<file path="src/rtl/bus_arbiter.sv">
// Shares one Wishbone-style bus between the IF fetch port and the MEM data port.
// MEM has fixed priority; read data is held until the stalled stage releases it.
module bus_arbiter #(
  parameter int TO_W = 8
) (
  input  logic        clk,
  input  logic        rst_n,
  input  logic [5:0]  stall,
  input  logic        flush,
  input  logic        if_req,
  input  logic [31:0] if_addr,
  output logic [31:0] if_rdata,
  output logic        if_stallreq,
  input  logic        mem_req,
  input  logic        mem_we,
  input  logic [3:0]  mem_sel,
  input  logic [31:0] mem_addr,
  input  logic [31:0] mem_wdata,
  output logic [31:0] mem_rdata,
  output logic        mem_stallreq,
  output logic        bus_cyc,
  output logic        bus_stb,
  output logic        bus_we,
  output logic [3:0]  bus_sel,
  output logic [31:0] bus_addr,
  output logic [31:0] bus_wdata,
  input  logic        bus_ack,
  input  logic [31:0] bus_rdata,
  output logic        bus_err
);

  typedef enum logic [2:0] {
    IDLE, IF_ACC, MEM_ACC, IF_HOLD, MEM_HOLD
  } state_t;

  localparam logic [TO_W-1:0] WD_ONE  = TO_W'(1);
  // Timeout fires on the edge that would bring the counter to all-ones.
  localparam logic [TO_W-1:0] WD_LAST = ~WD_ONE;

  state_t          state;
  logic [TO_W-1:0] wdog;
  logic            kill;
  logic [31:0]     if_rd_q;
  logic [31:0]     mem_rd_q;
  logic            timeout;

  assign timeout = (wdog == WD_LAST);

  // NOTE: stall requests stay combinational so the pipeline sees a new request
  // (or a flush) in the same cycle, not one cycle late.
  assign if_stallreq  = if_req  & ~flush & (state != IF_HOLD);
  assign mem_stallreq = mem_req & ~flush & (state != MEM_HOLD);

  assign if_rdata  = if_rd_q;
  assign mem_rdata = mem_rd_q;

  // NOTE: every register here, read-data holders included, takes the async reset;
  // these are a handful of flops, not a RAM, so there is no reason to leave them X.
  always_ff @(posedge clk or negedge rst_n) begin
    if (!rst_n) begin
      state     <= IDLE;
      wdog      <= '0;
      kill      <= 1'b0;
      if_rd_q   <= '0;
      mem_rd_q  <= '0;
      bus_cyc   <= 1'b0;
      bus_stb   <= 1'b0;
      bus_we    <= 1'b0;
      bus_sel   <= '0;
      bus_addr  <= '0;
      bus_wdata <= '0;
      bus_err   <= 1'b0;
    end else begin
      bus_err <= 1'b0;
      unique case (state)
        IDLE: begin
          kill <= 1'b0;
          wdog <= '0;
          if (mem_req && !flush) begin
            state     <= MEM_ACC;
            bus_cyc   <= 1'b1;
            bus_stb   <= 1'b1;
            bus_we    <= mem_we;
            bus_sel   <= mem_sel;
            bus_addr  <= mem_addr;
            bus_wdata <= mem_wdata;
          end else if (if_req && !flush) begin
            state     <= IF_ACC;
            bus_cyc   <= 1'b1;
            bus_stb   <= 1'b1;
            bus_we    <= 1'b0;
            bus_sel   <= 4'hF;
            bus_addr  <= if_addr;
            bus_wdata <= '0;
          end
        end

        IF_ACC, MEM_ACC: begin
          // A flush never cuts the bus cycle short; it only marks the result as dead.
          if (flush) kill <= 1'b1;
          if (bus_ack || timeout) begin
            bus_cyc <= 1'b0;
            bus_stb <= 1'b0;
            bus_we  <= 1'b0;
            wdog    <= '0;
            bus_err <= ~bus_ack;
            if (kill || flush) begin
              state <= IDLE;
              kill  <= 1'b0;
            end else if (state == MEM_ACC) begin
              state    <= MEM_HOLD;
              mem_rd_q <= bus_ack ? bus_rdata : '0;
            end else begin
              state   <= IF_HOLD;
              if_rd_q <= bus_ack ? bus_rdata : '0;
            end
          end else begin
            wdog <= wdog + WD_ONE;
          end
        end

        IF_HOLD:  if (flush || !stall[1]) state <= IDLE;
        MEM_HOLD: if (flush || !stall[4]) state <= IDLE;
        default:  state <= IDLE;
      endcase
    end
  end

endmodule

</file>
<file path="config.mk">
export PLATFORM = sky130hd
export DESIGN_NAME = bus_arbiter
export DESIGN_NICKNAME = d
export VERILOG_FILES = /design/src/rtl/bus_arbiter.sv
export SDC_FILE = /design/constraint.sdc
export NUM_CORES = 1
export LEC_CHECK = 0
export ABC_AREA = 1
export ABC_CLOCK_PERIOD_IN_PS = 1900
export CAP_MARGIN = 10
export CORE_MARGIN = 2
export CORE_UTILIZATION = 41
export DETAILED_ROUTE_END_ITERATION = 8
export PLACE_DENSITY = 0.8
export SYNTH_ARGS = -nofsm -noshare
export SYNTH_HDL_FRONTEND = slang
export SYNTH_SLANG_ARGS = --single-unit
</file>
<file path="constraint.sdc">
create_clock -name clk -period 1.9 [get_ports clk]
set_clock_uncertainty 0.1 [all_clocks]
set_input_delay 0.285 -clock clk [delete_from_list [all_inputs] [get_ports clk]]
set_output_delay 0.285 -clock clk [all_outputs]
set_load 0.01 [all_outputs]
</file>
* After elaboration in Yosys (flattened, before gate mapping)
Cells that the tools add are included.
Storage, ports and cells: register bits after elaboration 147, latch bits 0, bits in writable memories 0, memory bits (read-only) 0, input port bits 145, output and inout bits 138, memories 0
Cells by class: add/subtract/negate cells 1, multiply operators 0, div/mod/pow operators 0, $lt $le $gt $ge 0, equality and inequality tests 11, shift-type cells 0, mux-type cells 30, bitwise operators 8, reductions and logical operators 18
Operator list (count):
- 2-to-1 mux 32 bit | 5
- 2-to-1 mux 3 bit | 7
- case mux 8 bit (2 select lines) | 1
- case mux 3 bit (4 select lines) | 1
- AND reduction 4 bit | 3
- 2-to-1 mux 1 bit | 10
- adder 8 x 1 -> 8 bit (second input constant) | 1
- equality test 8 bit (second input constant) | 1
- 2-to-1 mux 4 bit | 2
- 2-to-1 mux 8 bit | 1
- equality test 3 x 2 -> 1 bit (second input constant) | 2
- != test 2 bit (second input constant) | 3
- != test 3 bit (second input constant) | 2
- case mux 1 bit (2 select lines) | 3
- AND 1 bit | 4
- logical OR 1 bit | 4
- inverter 1 bit | 4
- nonzero test 2 bit | 2
- equality test 3 x 1 -> 1 bit (second input constant) | 1
- equality test 3 bit (second input constant) | 1
- logical NOT 1 bit | 3
- logical NOT 3 bit | 1
- != test 3 x 2 -> 1 bit (second input constant) | 1
- AND reduction 3 bit | 1
- 3 further kinds | 4

* Logic depth before layout (Yosys ltp)
depth after elaboration 5, depth in mapped cells 11, gate-level depth less buffers 9

* Worst setup path after synthesis
No wires, ideal clock.
path type reg-to-reg, start point register wdog[0], end point register mem_rd_q[4] (netlist: mem_rdata[4]), library setup time 0.118 ns, data arrival time 1.363 ns, data required time 1.682 ns, slack 0.319 ns, cell stages (with the launch flop) 12, buffers on the path 2, period minus slack after synthesis 1.581 ns, path through dfrtp_1 -> inv_1 -> ha_1 -> nand2_1 -> nor2_1 -> nand2_2 -> nand2_4 -> nand3_2 -> buf_6 -> buf_6 -> nand2_2 -> o21ai_2
Between the ends: longest elaborated chain between the ends 3
Ends and longest elaborated chain:
- from (decl) | line 41 | logic [TO_W-1:0] wdog;
- from (signal assigned) | line 118 | wdog <= wdog + WD_ONE;
- equality test 8 bit | line 47 | assign timeout = (wdog == WD_LAST);
- logical OR 1 bit | line 101 | if (bus_ack || timeout) begin
- AND reduction 4 bit (no source line)
- to (signal assigned) | line 112 | mem_rd_q <= bus_ack ? bus_rdata : '0;
- to (decl) | line 44 | logic [31:0] mem_rd_q;
Every way passes these cells. A chain may end at the register's enable or synchronous reset.

* Final worst setup path
start point input mem_req, end point output mem_stallreq
Between the ends: longest elaborated chain between the ends 2
Ends and longest elaborated chain:
- from (decl) | line 14 | input logic mem_req,
- AND 1 bit (2 in series) | line 52 | assign mem_stallreq = mem_req & ~flush & (state != MEM_HOLD);
- to (decl) | line 20 | output logic mem_stallreq,
Every way passes these cells.

==> flow_summary.toml <==
[worst_setup_path]
endpoint_kind = "output port"
critPathKind = "in2out"
cp_cell_sequence = "clkdlybuf4s50_1, nand2_1, a21oi_1, dlygate4sd2_1"
required_ns = 1.51
max_stage_delay_ns = 0.54
cp_max_fo = 3
cpMaxStageDelayCell = "clkdlybuf4s50_1"
arrival_ns = 1.42
worstSetupStartpointType = "input port"

[drt]
wl_um = 18700
vias_per_cell = 5.10
drtIter0Drc = 355
vias = 5572
wl_per_cell_um = 17.2
detail-route-antenna-nets = 0
dr.pass1.iters = 5
drc = 0

[clock_network]
path_clk_slew_ns = 0.06
clock_sinks = 147
h-tree-depth = 4
numCtsBuffers = 17
clock_latency_ns = 0.42
root_buffer = "clkbuf_16"
clockBufferDepth = 2
cts_tree = "yes"

[cells_and_area]
fillers = 1114
instances_no_fill = 1092
layout-drive-gt1-share = 0.129
diodes = 0
final_common_cell = "clkdlybuf4s50_1"
finish.net_count = 1042
syn_to_final_growth_pct = 62.6
multi_input_area_sq_um = 2140
seq_area_sq_um = 3680
layout_common_cells = "clkdlybuf4s50_1 (275), nand2_1 (180), dfrtp_1 (145)"

[placed_design]
io_buffers = 278
gp_congestion = 0.815
place_inst = 1056
pre_cts_ws_ns = -0.192
hpwl_um = 13100

[hold_path]
hold_class = "in2async"

[global_routing]
grt_max_degree = 65
track_usage = 0.233
grt_pass1_vias = 5418
grt_pass1_wl_um = 28900
antenna_found_initial = 0
overflow = 0

[power]
swShare = 0.330
leakage_nw = 4.34
ir_drop_uv = 691
seqPwrFrac = 0.359
switching_power_mw = 4.80
power_frac_clock = 0.224
p_comb_frac = 0.417
p_per_area_nw_per_um2 = 1470
p_int_mw = 9.76

[synthesis]
syn_nets = 750
syn_area_per_cell_sq_um = 10.1
syn_area_sq_um = 6110
yosysWarnings = 0
syn_inst = 603
ys_types = 29
ys_ff_latch = 147
yosysSeqAreaShare = 0.602

[sta]
timing.final.ws_setup_ns = 0.0985
maxSlewViolCount = 0
setup_viol = 0
layout_min_cycle_time_ns = 1.80
rsz0062_at_grt = "yes"
tightest_slew_ns = 0.471
hold_viol = 0
max_freq_mhz = 555
slew_headroom = 0.686
min_period_over_period = 0.948

[run_status]
status = "finished clean"

[floorplan]
num_rows = 44
die_w_um = 126
start_util = 0.420
die_area_sq_um = 15900
die_h_um = 126
ios = 283
core_area_sq_um = 14500

[run]
drv_cap = 0
==> sequential cells by signal, indices dropped and copies added, names as in the netlist <==
name	cells
bus_we	1
bus_wdata	32
bus_stb	1
kill	1
state	3
wdog	8
mem_rdata	32
if_rdata	32
bus_addr	32
bus_sel	4
bus_err	1
==> synthesized netlist by cell type <==
library cell | n | area share
ha_1 | 2 | 0.0041
inv_2 | 4 | 0.0025
o21ai_1 | 19 | 0.016
xor2_1 | 5 | 0.0072
nand2_4 | 2 | 0.0037
buf_6 | 11 | 0.020
buf_4 | 5 | 0.0061
o22ai_1 | 1 | 0.0010
nand4_1 | 4 | 0.0041
nor2_4 | 2 | 0.0037
a21oi_1 | 1 | 0.00082
a31oi_1 | 33 | 0.034
dfrtp_1 | 147 | 0.60
nand2_1 | 180 | 0.11
inv_1 | 9 | 0.0055
buf_2 | 8 | 0.0066
nand3_1 | 8 | 0.0066
o21ai_2 | 23 | 0.033
nor2_2 | 3 | 0.0031
nor2_1 | 37 | 0.023
clkbuf_1 | 13 | 0.0080
xnor2_1 | 1 | 0.0014
a22o_1 | 32 | 0.046
o22a_1 | 4 | 0.0057
nor3_1 | 2 | 0.0016
o31ai_1 | 1 | 0.0012
nand3_2 | 3 | 0.0049
nand2_2 | 13 | 0.013
o21ai_0 | 30 | 0.025
==> logic make-up after synthesis <==
kind of cell	after synthesis	share of synthesized area
compound gates	144	0.162
simple gates	254	0.174
xor+xnor	6	0.00860
buf+inv	50	0.0490
fa+ha+maj	2	0.00410
flops	147	0.602
==> routing by layer <==
metal,track usage,share of wire,vias up
li1,-,-,2621
met2,0.370,0.48,278
met3,0.0671,0.083,33
met4,0.0970,0.027,0
met5,0,0,-
met1,0.300,0.41,2640
==> area by class of cell <==
cell class              instances  share of cell area
clock buffers                  19              0.0456
inverters                      13             0.00491
repair buffers                310               0.327
multi-input cells             406               0.216
clock inverters                13              0.0127
flip-flops and latches        147               0.371
well taps                     184              0.0232
==> power groups by stage <==
stage               clock network (mW)  registers (mW)  logic [mW]
finish                            3.27            5.23        6.07
global route                      3.47            5.39        6.54
CTS                               3.32            5.22        6.10
detailed placement                   0            5.22        6.04
global placement                     0            5.19        5.95
floorplan                            0            5.72        1.90
==> metrics by stage <==
stage	power (mW)	instance area, sq um	hold slack, ns	TNS, ns	util
finish	14.6	9930	0.291	0	0.683
global route	15.4	9930	0.308	-0.00127	0.683
CTS	14.6	9880	0.279	0	0.680
detailed placement	11.3	9280	0.159	-3.22	0.639
global placement	11.1	9280	0.157	-1.90	0.639
floorplan	7.62	6110	-0.111	0	-
==> critical path: cells and delay by family <==
family	cells	cell delay, ns
AOI/OAI and AO/OA	1	0.13
buffers and inverters	2	0.86
and+or+nand+nor	1	0.14
==> path summary, 6_finish.rpt <==
kind / startpoint / endpoint / slack (ns) / cells past startpoint
max: mem_req / mem_stallreq / 0.1 / 4
max reg2reg: wdog[0] / mem_rdata[28] / 0.15 / 10
max in group asynchronous: rst_n / state[1] / 0.80 / 3
min in group clk: if_addr[15] / bus_addr[15] / 0.33 / 3
min reg2reg: mem_rdata[0] / mem_rdata[0] / 0.38 / 2
min: rst_n / if_rdata[17] / 0.29 / 2
==> what timing repair did <==
action / CTS / global route
hold buffers: 1 / 0
endpoints found under the setup margin: 2 / 15
endpoints found under the hold margin: 45 / 0
cloned: 0 / 2
pin swaps: 1 / 0
buffers inserted: 1 / 0
gates resized for setup: 5 / 1
(Power assumes the default switching activity.)
